**config.mk**
```make
export PLATFORM = sky130hd
export DESIGN_NAME = add_multiword_seq_flat
export DESIGN_NICKNAME = d
export VERILOG_FILES = /design/src/rtl/add_multiword_seq_if.sv /design/src/rtl/add_multiword_seq.sv /design/src/flat_wrapper.sv
export SDC_FILE = /design/constraint.sdc
export NUM_CORES = 1
export LEC_CHECK = 0
export BUFFER_PORTS_ARGS = -buffer_cell sky130_fd_sc_hd__buf_4
export CORE_MARGIN = 2
export CORE_UTILIZATION = 30
export DETAILED_ROUTE_END_ITERATION = 6
export SLEW_MARGIN = 15
export SYNTH_ARGS = -nofsm -noshare
export SYNTH_HDL_FRONTEND = slang
export SYNTH_SLANG_ARGS = --single-unit
export TNS_END_PERCENT = 20
```
**constraint.sdc**
```tcl
create_clock -name clk -period 4.6 [get_ports clk]
set_input_delay 0.46 -clock clk [delete_from_list [all_inputs] [get_ports clk]]
set_output_delay 0.46 -clock clk [all_outputs]
set_load 0.01 [all_outputs]
```
**src/rtl/add_multiword_seq_if.sv**
```systemverilog
// Operand/result handshake bundle for the sequential multi-word adder.
// The master drives operands and result acceptance; the slave is the adder.
interface add_multiword_seq_if #(
  parameter int WORDS = 4
);
  localparam int W = WORDS * 16;

  logic         in_valid;
  logic         in_ready;
  logic [W-1:0] A;
  logic [W-1:0] B;
  logic         Cin;
  logic         out_valid;
  logic         out_ready;
  logic [W-1:0] Y;
  logic         Cout;
  logic         busy;

  modport master (
    output in_valid, A, B, Cin, out_ready,
    input  in_ready, out_valid, Y, Cout, busy
  );

  modport slave (
    input  in_valid, A, B, Cin, out_ready,
    output in_ready, out_valid, Y, Cout, busy
  );
endinterface

```
**src/rtl/add_multiword_seq.sv**
```systemverilog
// Sequential WORDS*16-bit adder: one 16-bit slice addition per clock,
// least-significant slice first, with the carry chained between slices.
module add_multiword_seq #(
  parameter int WORDS = 4,
  parameter int SLICE = 16
) (
  input logic               clk,
  input logic               rst_n,
  add_multiword_seq_if.slave bus
);
  localparam int W  = WORDS * SLICE;
  localparam int IW = (WORDS > 1) ? $clog2(WORDS) : 1;
  localparam logic [IW-1:0] LAST = IW'(WORDS - 1);

  if (SLICE != 16 || WORDS < 2 || WORDS > 16) begin : g_bad_param
    $error("add_multiword_seq: SLICE must be 16 and WORDS within 2..16");
  end

  typedef enum logic [1:0] {IDLE, RUN, DONE} state_t;

  state_t        state;
  logic [W-1:0]  a_q;
  logic [W-1:0]  b_q;
  logic          carry_q;
  logic [IW-1:0] idx_q;
  logic [W-1:0]  y_q;
  logic          cout_q;
  logic          out_valid_q;

  int            base;
  logic [SLICE:0] slice_sum;

  // One 16-bit slice of the wide add, selected by the running slice index.
  always_comb begin
    base      = int'(idx_q) * SLICE;
    slice_sum = {1'b0, a_q[base +: SLICE]} + {1'b0, b_q[base +: SLICE]}
              + {{SLICE{1'b0}}, carry_q};
  end

  // NOTE: state is updated with non-blocking assignments only, and reset is
  // synchronous, so an abort at any point simply lands in IDLE on that edge.
  always_ff @(posedge clk) begin
    if (!rst_n) begin
      state       <= IDLE;
      a_q         <= '0;
      b_q         <= '0;
      carry_q     <= 1'b0;
      idx_q       <= '0;
      y_q         <= '0;
      cout_q      <= 1'b0;
      out_valid_q <= 1'b0;
    end else begin
      case (state)
        IDLE: begin
          if (bus.in_valid) begin
            a_q     <= bus.A;
            b_q     <= bus.B;
            carry_q <= bus.Cin;
            idx_q   <= '0;
            y_q     <= '0;
            state   <= RUN;
          end
        end
        RUN: begin
          y_q[base +: SLICE] <= slice_sum[SLICE-1:0];
          carry_q            <= slice_sum[SLICE];
          if (idx_q == LAST) begin
            cout_q      <= slice_sum[SLICE];
            out_valid_q <= 1'b1;
            state       <= DONE;
          end else begin
            idx_q <= idx_q + IW'(1);
          end
        end
        DONE: begin
          // Y and Cout stay put; only the next accept clears Y.
          if (bus.out_ready) begin
            out_valid_q <= 1'b0;
            state       <= IDLE;
          end
        end
        default: state <= IDLE;
      endcase
    end
  end

  assign bus.in_ready  = (state == IDLE);
  assign bus.busy      = (state == RUN) || (state == DONE);
  assign bus.out_valid = out_valid_q;
  assign bus.Y         = y_q;
  assign bus.Cout      = cout_q;
endmodule

```
**src/flat_wrapper.sv**
```systemverilog
// flat-port wrapper written by rule: the top's interface ports become plain ports
module add_multiword_seq_flat 
#(
  parameter int WORDS = 4,
  parameter int SLICE = 16
)
  (clk, rst_n, bus_in_valid, bus_A, bus_B, bus_Cin, bus_out_ready, bus_in_ready, bus_out_valid, bus_Y, bus_Cout, bus_busy);
  add_multiword_seq_if #(.WORDS(WORDS)) bus_i ();
  input logic clk;
  input logic rst_n;
  input wire logic [$bits(bus_i.in_valid)-1:0] bus_in_valid;
  input wire logic [$bits(bus_i.A)-1:0] bus_A;
  input wire logic [$bits(bus_i.B)-1:0] bus_B;
  input wire logic [$bits(bus_i.Cin)-1:0] bus_Cin;
  input wire logic [$bits(bus_i.out_ready)-1:0] bus_out_ready;
  output wire logic [$bits(bus_i.in_ready)-1:0] bus_in_ready;
  output wire logic [$bits(bus_i.out_valid)-1:0] bus_out_valid;
  output wire logic [$bits(bus_i.Y)-1:0] bus_Y;
  output wire logic [$bits(bus_i.Cout)-1:0] bus_Cout;
  output wire logic [$bits(bus_i.busy)-1:0] bus_busy;
  assign bus_i.in_valid = bus_in_valid;
  assign bus_i.A = bus_A;
  assign bus_i.B = bus_B;
  assign bus_i.Cin = bus_Cin;
  assign bus_i.out_ready = bus_out_ready;
  assign bus_in_ready = bus_i.in_ready;
  assign bus_out_valid = bus_i.out_valid;
  assign bus_Y = bus_i.Y;
  assign bus_Cout = bus_i.Cout;
  assign bus_busy = bus_i.busy;
  add_multiword_seq #(.WORDS(WORDS), .SLICE(SLICE)) u_core (.clk(clk), .rst_n(rst_n), .bus(bus_i));
endmodule
```
-- Word-level counts from Yosys, hierarchy flattened
Cells that the tools add are included.
- bits in registers: 199
- input port bits: 133
- output and inout bits: 68
- shifts and indexed selects: 4
- reduce and logical (&&, ||, !) cells: 10
- add/sub/neg operators: 4
- mux-type cells: 15
- eq/ne operators: 7
- operator list (operator ; number):
    $pmux 64 s2 ; 1
    $shiftx 64x7->16 ; 2
    $bwmux 64 ; 1
    $mux 64 ; 1
    $shift 16x33->64 const A ; 1
    $shiftx 16x33->64 ; 1
    $neg 6->33 ; 1
    $add 16x16->17 ; 1
    $add 17x1->17 ; 1
    $mux 2 ; 5
    $reduce_and 3->1 ; 3
    $ne 2x2->1 const B ; 3
    $pmux 2 s3 ; 1
    $reduce_and 2->1 ; 3
    $eq 2x2->1 const B ; 2
    $pmux 1 s2 ; 2
    $pmux 2 s2 ; 1
    $reduce_bool 2->1 ; 2
    $mux 1 ; 3
    $add 2x1->2 const B ; 1
    $eq 2x1->1 const B ; 1
    $logic_not 2->1 ; 1
    $ne 2x1->1 const B ; 1
    $logic_or 1x1->1 ; 1

-- Depth between registers and ports, before layout
- depth after elaboration: 6
- gate-level depth with buffers: 11
- gate-level depth less buffers: 9

-- Worst setup path before layout
No wires, ideal clock.
- path type: register to register
- start: register u_core.idx_q[0]
- end: register u_core.y_q[12] (netlist: u_core.bus.Y[12])
- cell stages (with the launch flop): 11
- data required time: 4483 ps
- arrival: 3151 ps
- path slack: 1333 ps
- cell sequence: dfxtp_1 buf_4 mux4_2 fa_1 fa_1 a21o_1 a31oi_2 nor2_2 a221oi_4 xnor2_1 a22o_1
- cells in the longest elaborated chain, start to end: 6
- elaborated cells between the ends (all ways): 9
- classes of those cells: 3 x add/sub; 4 x shift; 2 x mux
- ends and longest elaborated chain (what ; RTL line ; text):
    start, declared ; add_multiword_seq.sv:25 ; logic [IW-1:0] idx_q;
    start signal, assigned ; add_multiword_seq.sv:72 ; idx_q <= idx_q + IW'(1);
    $shiftx 64x7->16 ; add_multiword_seq.sv:36 ; slice_sum = {1'b0, a_q[base +: SLICE]} + {1'b0, b_q[base +: SLICE]}
    $add 16x16->17 ; add_multiword_seq.sv:36 ;
    $add 17x1->17 ; add_multiword_seq.sv:37 ; + {{SLICE{1'b0}}, carry_q};
    $shiftx 16x33->64 ; add_multiword_seq.sv:65 ; y_q[base +: SLICE] <= slice_sum[SLICE-1:0];
    $bwmux 64 * ; add_multiword_seq.sv:65 ;
    $pmux 64 s2 * ; add_multiword_seq.sv:53 ; case (state)
    end signal, assigned by index ; add_multiword_seq.sv:65 ;
    end, declared ; add_multiword_seq.sv:26 ; logic [W-1:0] y_q;
Every way passes the cells marked *; elsewhere a longest branch is shown, timed or not.
A chain may end at the register's enable or synchronous reset.

-- Worst setup path after layout
- start: register u_core.idx_q[0]
- end: register u_core.y_q[15] (netlist: u_core.bus.Y[15])
Same word-level chain as after synthesis.

==> key figures <==
Clocking
  • Resized cells post-CTS: 0
  • Post-CTS setup buffer count: 0
  • Worst-path clk slew: approximately 0.080 ns
  • CTS sink cnt: roughly 200
  • CTS Buffer Depth: 2
  • Clk Tree Root Cell: clkbuf_16
  • Post-CTS Hold Fix Bufs: 0
  • Num CTS Buffers: 17
  • Clk Latency, worst-skew pair: 0.44 ns
  • H-tree Lvls: 4
  • CTS tree: yes

Pwr
  • Peak supply drop: 257 uV
  • Leak: around 4.4 nW
  • P per Cell Area: around 360 nW/um^2

Synth
  • EDFF count, synth: 0
  • Adder-cell share of the synthesized area: 3.69%
  • Post-synthesis net count: ~1100
  • Top_reg_cell synth: dfxtp_1
  • Distinct cells, synth: 52
  • Syn Std Cell Area: around 8500 um^2
  • Commonest cells post-synth: nand2_1 (286), dfxtp_1 (199), a21oi_1 (148)
  • Count leader, synth: nand2_1
  • Post-Syn Area per Cell: a little under 9 um^2
  • Xor/xnor share of the synthesized area: less than 1%
  • Synthesis warning total: 0
  • Area leader, netlist: dfxtp_1
  • Post-synth top area share: 46.7%
  • Largest cells by area after synthesis: dfxtp_1 (47%), nand2_1 (13%), a21oi_1 (8.7%), mux4_2 (8.4%), ha_1 (3.2%)
  • Post-Synth Simple-Gate Area: around 18%
  • Share of async-settable or async-resettable flops after synthesis: 0%
  • Register bit total from synthesis: 199
  • Mux cell area share after synthesis: 8.67%
  • Largest family of logic cells by synthesized area: compound AO/OA/AOI/OAI gates
  • Post-synthesis compound-gate area fraction: around 18%
  • Number of cells produced by synthesis: 968
  • Fraction of the yosys area taken by sequential cells: approximately 47%

Detailed routing
  • Via count: around 7400
  • Router iterations before antenna repair: 5
  • DR vias/cell: 4.90
  • # DRC: 0
  • DRT iter0 DRCs: 665
  • WL/cell: between 15 and 20 um
  • Routed wire length: roughly 26 mm
  • Routed Antenna Nets: 0

STA
  • Minimum hold slack: about 0.26 ns
  • Fin. max-slew vios: 0
  • Worst Skew: roughly 0.0086 ns
  • Tcrit/Tclk final: approximately four fifths
  • Setup tns final: 0 ns
  • Worst slew margin: 28.6%
  • Final min period: ~3.7 ns
  • RSZ-0062 raised after global routing: no
  • Setup-failing EPs final: 0
  • Final hold violation count: 0
  • Highest clock rate: approximately 270 MHz
  • Slew @ Worst Pin: approximately 1.1 ns

Layout
  • Layout area overhead: 27.6%
  • Fin nets: between 1000 and 1500
  • Fin util: 39.0%
  • Register area: 3990 um^2
  • Multi-input gate area: roughly 4300 um^2
  • Share of post-route cells with drive strength above 1: between 20% and 30%
  • Layout filler cell count: between 2000 and 3000
  • Final instance area: around 11000 um^2
  • # diodes: 0

Worst setup path
  • CP Max Fanout: 23
  • Worst Setup Path Type: reg -> reg
  • Reg2reg setup slack: a little over 0.9 ns
  • Setup crit start kind: flop
  • Critical path data arrival time: just over 4 ns
  • Critical Path RT: roughly 5.0 ns
  • Setup crit end kind: flop

Floorplanning
  • Io pins: 201
  • Die W: between 150 and 200 um
  • Core Area: approximately 28000 um^2
  • Die Height: about 170 um
  • Row count: 61
  • Initial Util: between 30 and 40%
  • Die area: around 30000 um^2

Placed design
  • Number of port buffers: 200
  • Final HPWL DP: 19.8 mm
  • Dpl cell area: between 10000 and 15000 um^2
  • Final GP Congestion: 0.856

Hold path
  • HP Class: in -> reg

Outcome
  • Status: finished, final reports clean

GRT
  • GRT overflow: 0
  • Number of global-route vias before repair: roughly 7200
  • Total Routing Usage GR: between 10% and 20%
  • First-pass GRT wire length: around 40 mm
  • Largest net degree at the start of global routing: 109
  • Number of antenna violations at the first check in global routing: 0

Job
  • Max cap viols: 0
## stage by stage
stage	total power (W)	instances	worst slack [ns]
global placement	0.00249	1489	1.07
finish	0.00397	1521	0.923
CTS	0.00400	1521	0.926
detailed placement	0.00250	1489	0.966
global route	0.00413	1521	0.692
floorplan	0.00225	968	1.33
## cell families (layout without fill, tap and decap cells)
family	count (synthesis)	in the layout
XOR/XNOR	8	8
AO/OA/AOI/OAI	254	254
adder cells (fa/ha/maj)	24	24
AND/OR/NAND/NOR	375	375
buffers and inverters	74	249
flip-flops	199	199
multiplexers	34	34
## per-layer routing
layer	GRT usage (%)	up-vias	share of wire, %
met5	0	-	0
met4	5.69	0	2.0
met3	3.87	22	5.8
met2	27.4	227	46
met1	23.2	3499	46
li1	-	3700	-
## state kept, by name, summed over array words and instances (netlist names)
name,count
u_core.a_q,64
u_core.b_q,64
u_core.bus.Cout,1
u_core.bus.Y,64
u_core.bus.out_valid,1
u_core.carry_q,1
u_core.idx_q,2
u_core.state,2
## final timing paths
| check | start | end | cells past startpoint |
|---|---|---|---|
| setup / recovery | u_core.idx_q[0] | u_core.bus.Y[15] | 9 |
| hold / removal | bus_A[5] | u_core.a_q[5] | 3 |
| setup reg to reg | u_core.idx_q[0] | u_core.bus.Y[15] | 9 |
| hold reg to reg | u_core.a_q[51] | u_core.a_q[51] | 2 |
## critical path, cell delays in order, from the launching register on
cell and delay, ns:
dfxtp_4 0.60, buf_4 0.45, mux4_2 0.55, ha_1 0.46
and3_1 0.29, and2b_1 0.20, nand4_1 0.17, a21oi_2 0.18
mux2i_1 0.47, a221o_1 0.23
## cell type report
cell class,instances,area share [%]
Tap cell,378,4.34
Multi-Input combinational cell,695,39.0
Inverter,10,0.367
Timing Repair Buffer,207,14.3
Clock buffer,20,4.10
Sequential cell,199,36.6
Clock inverter,12,1.32
## where the power goes
part	switching (W)	internal (W)	leakage [nW]
Combinational	0.000356	0.000234	2.51
Sequential	0.0000574	0.00181	1.63
Clock	0.000694	0.000826	0.283
Total	0.00111	0.00287	4.42
## cell usage in the layout (no fill, tap or decap), types with 4 or more instances in the layout
cell	count
nand3_1	7
a221o_1	7
xnor2_1	4
and2_1	7
nand2b_1	5
xor2_1	4
clkbuf_16	17
ha_1	22
clkinv_4	4
a21oi_1	148
a211oi_1	4
and3_1	5
a22o_1	21
nand2_1	285
dfxtp_1	197
o21ai_0	16
o21ai_1	5
a22oi_1	28
buf_4	207
nor2_1	44
nor3_1	4
mux4_2	32
inv_1	9
Power figures use the tool's default switching activity.
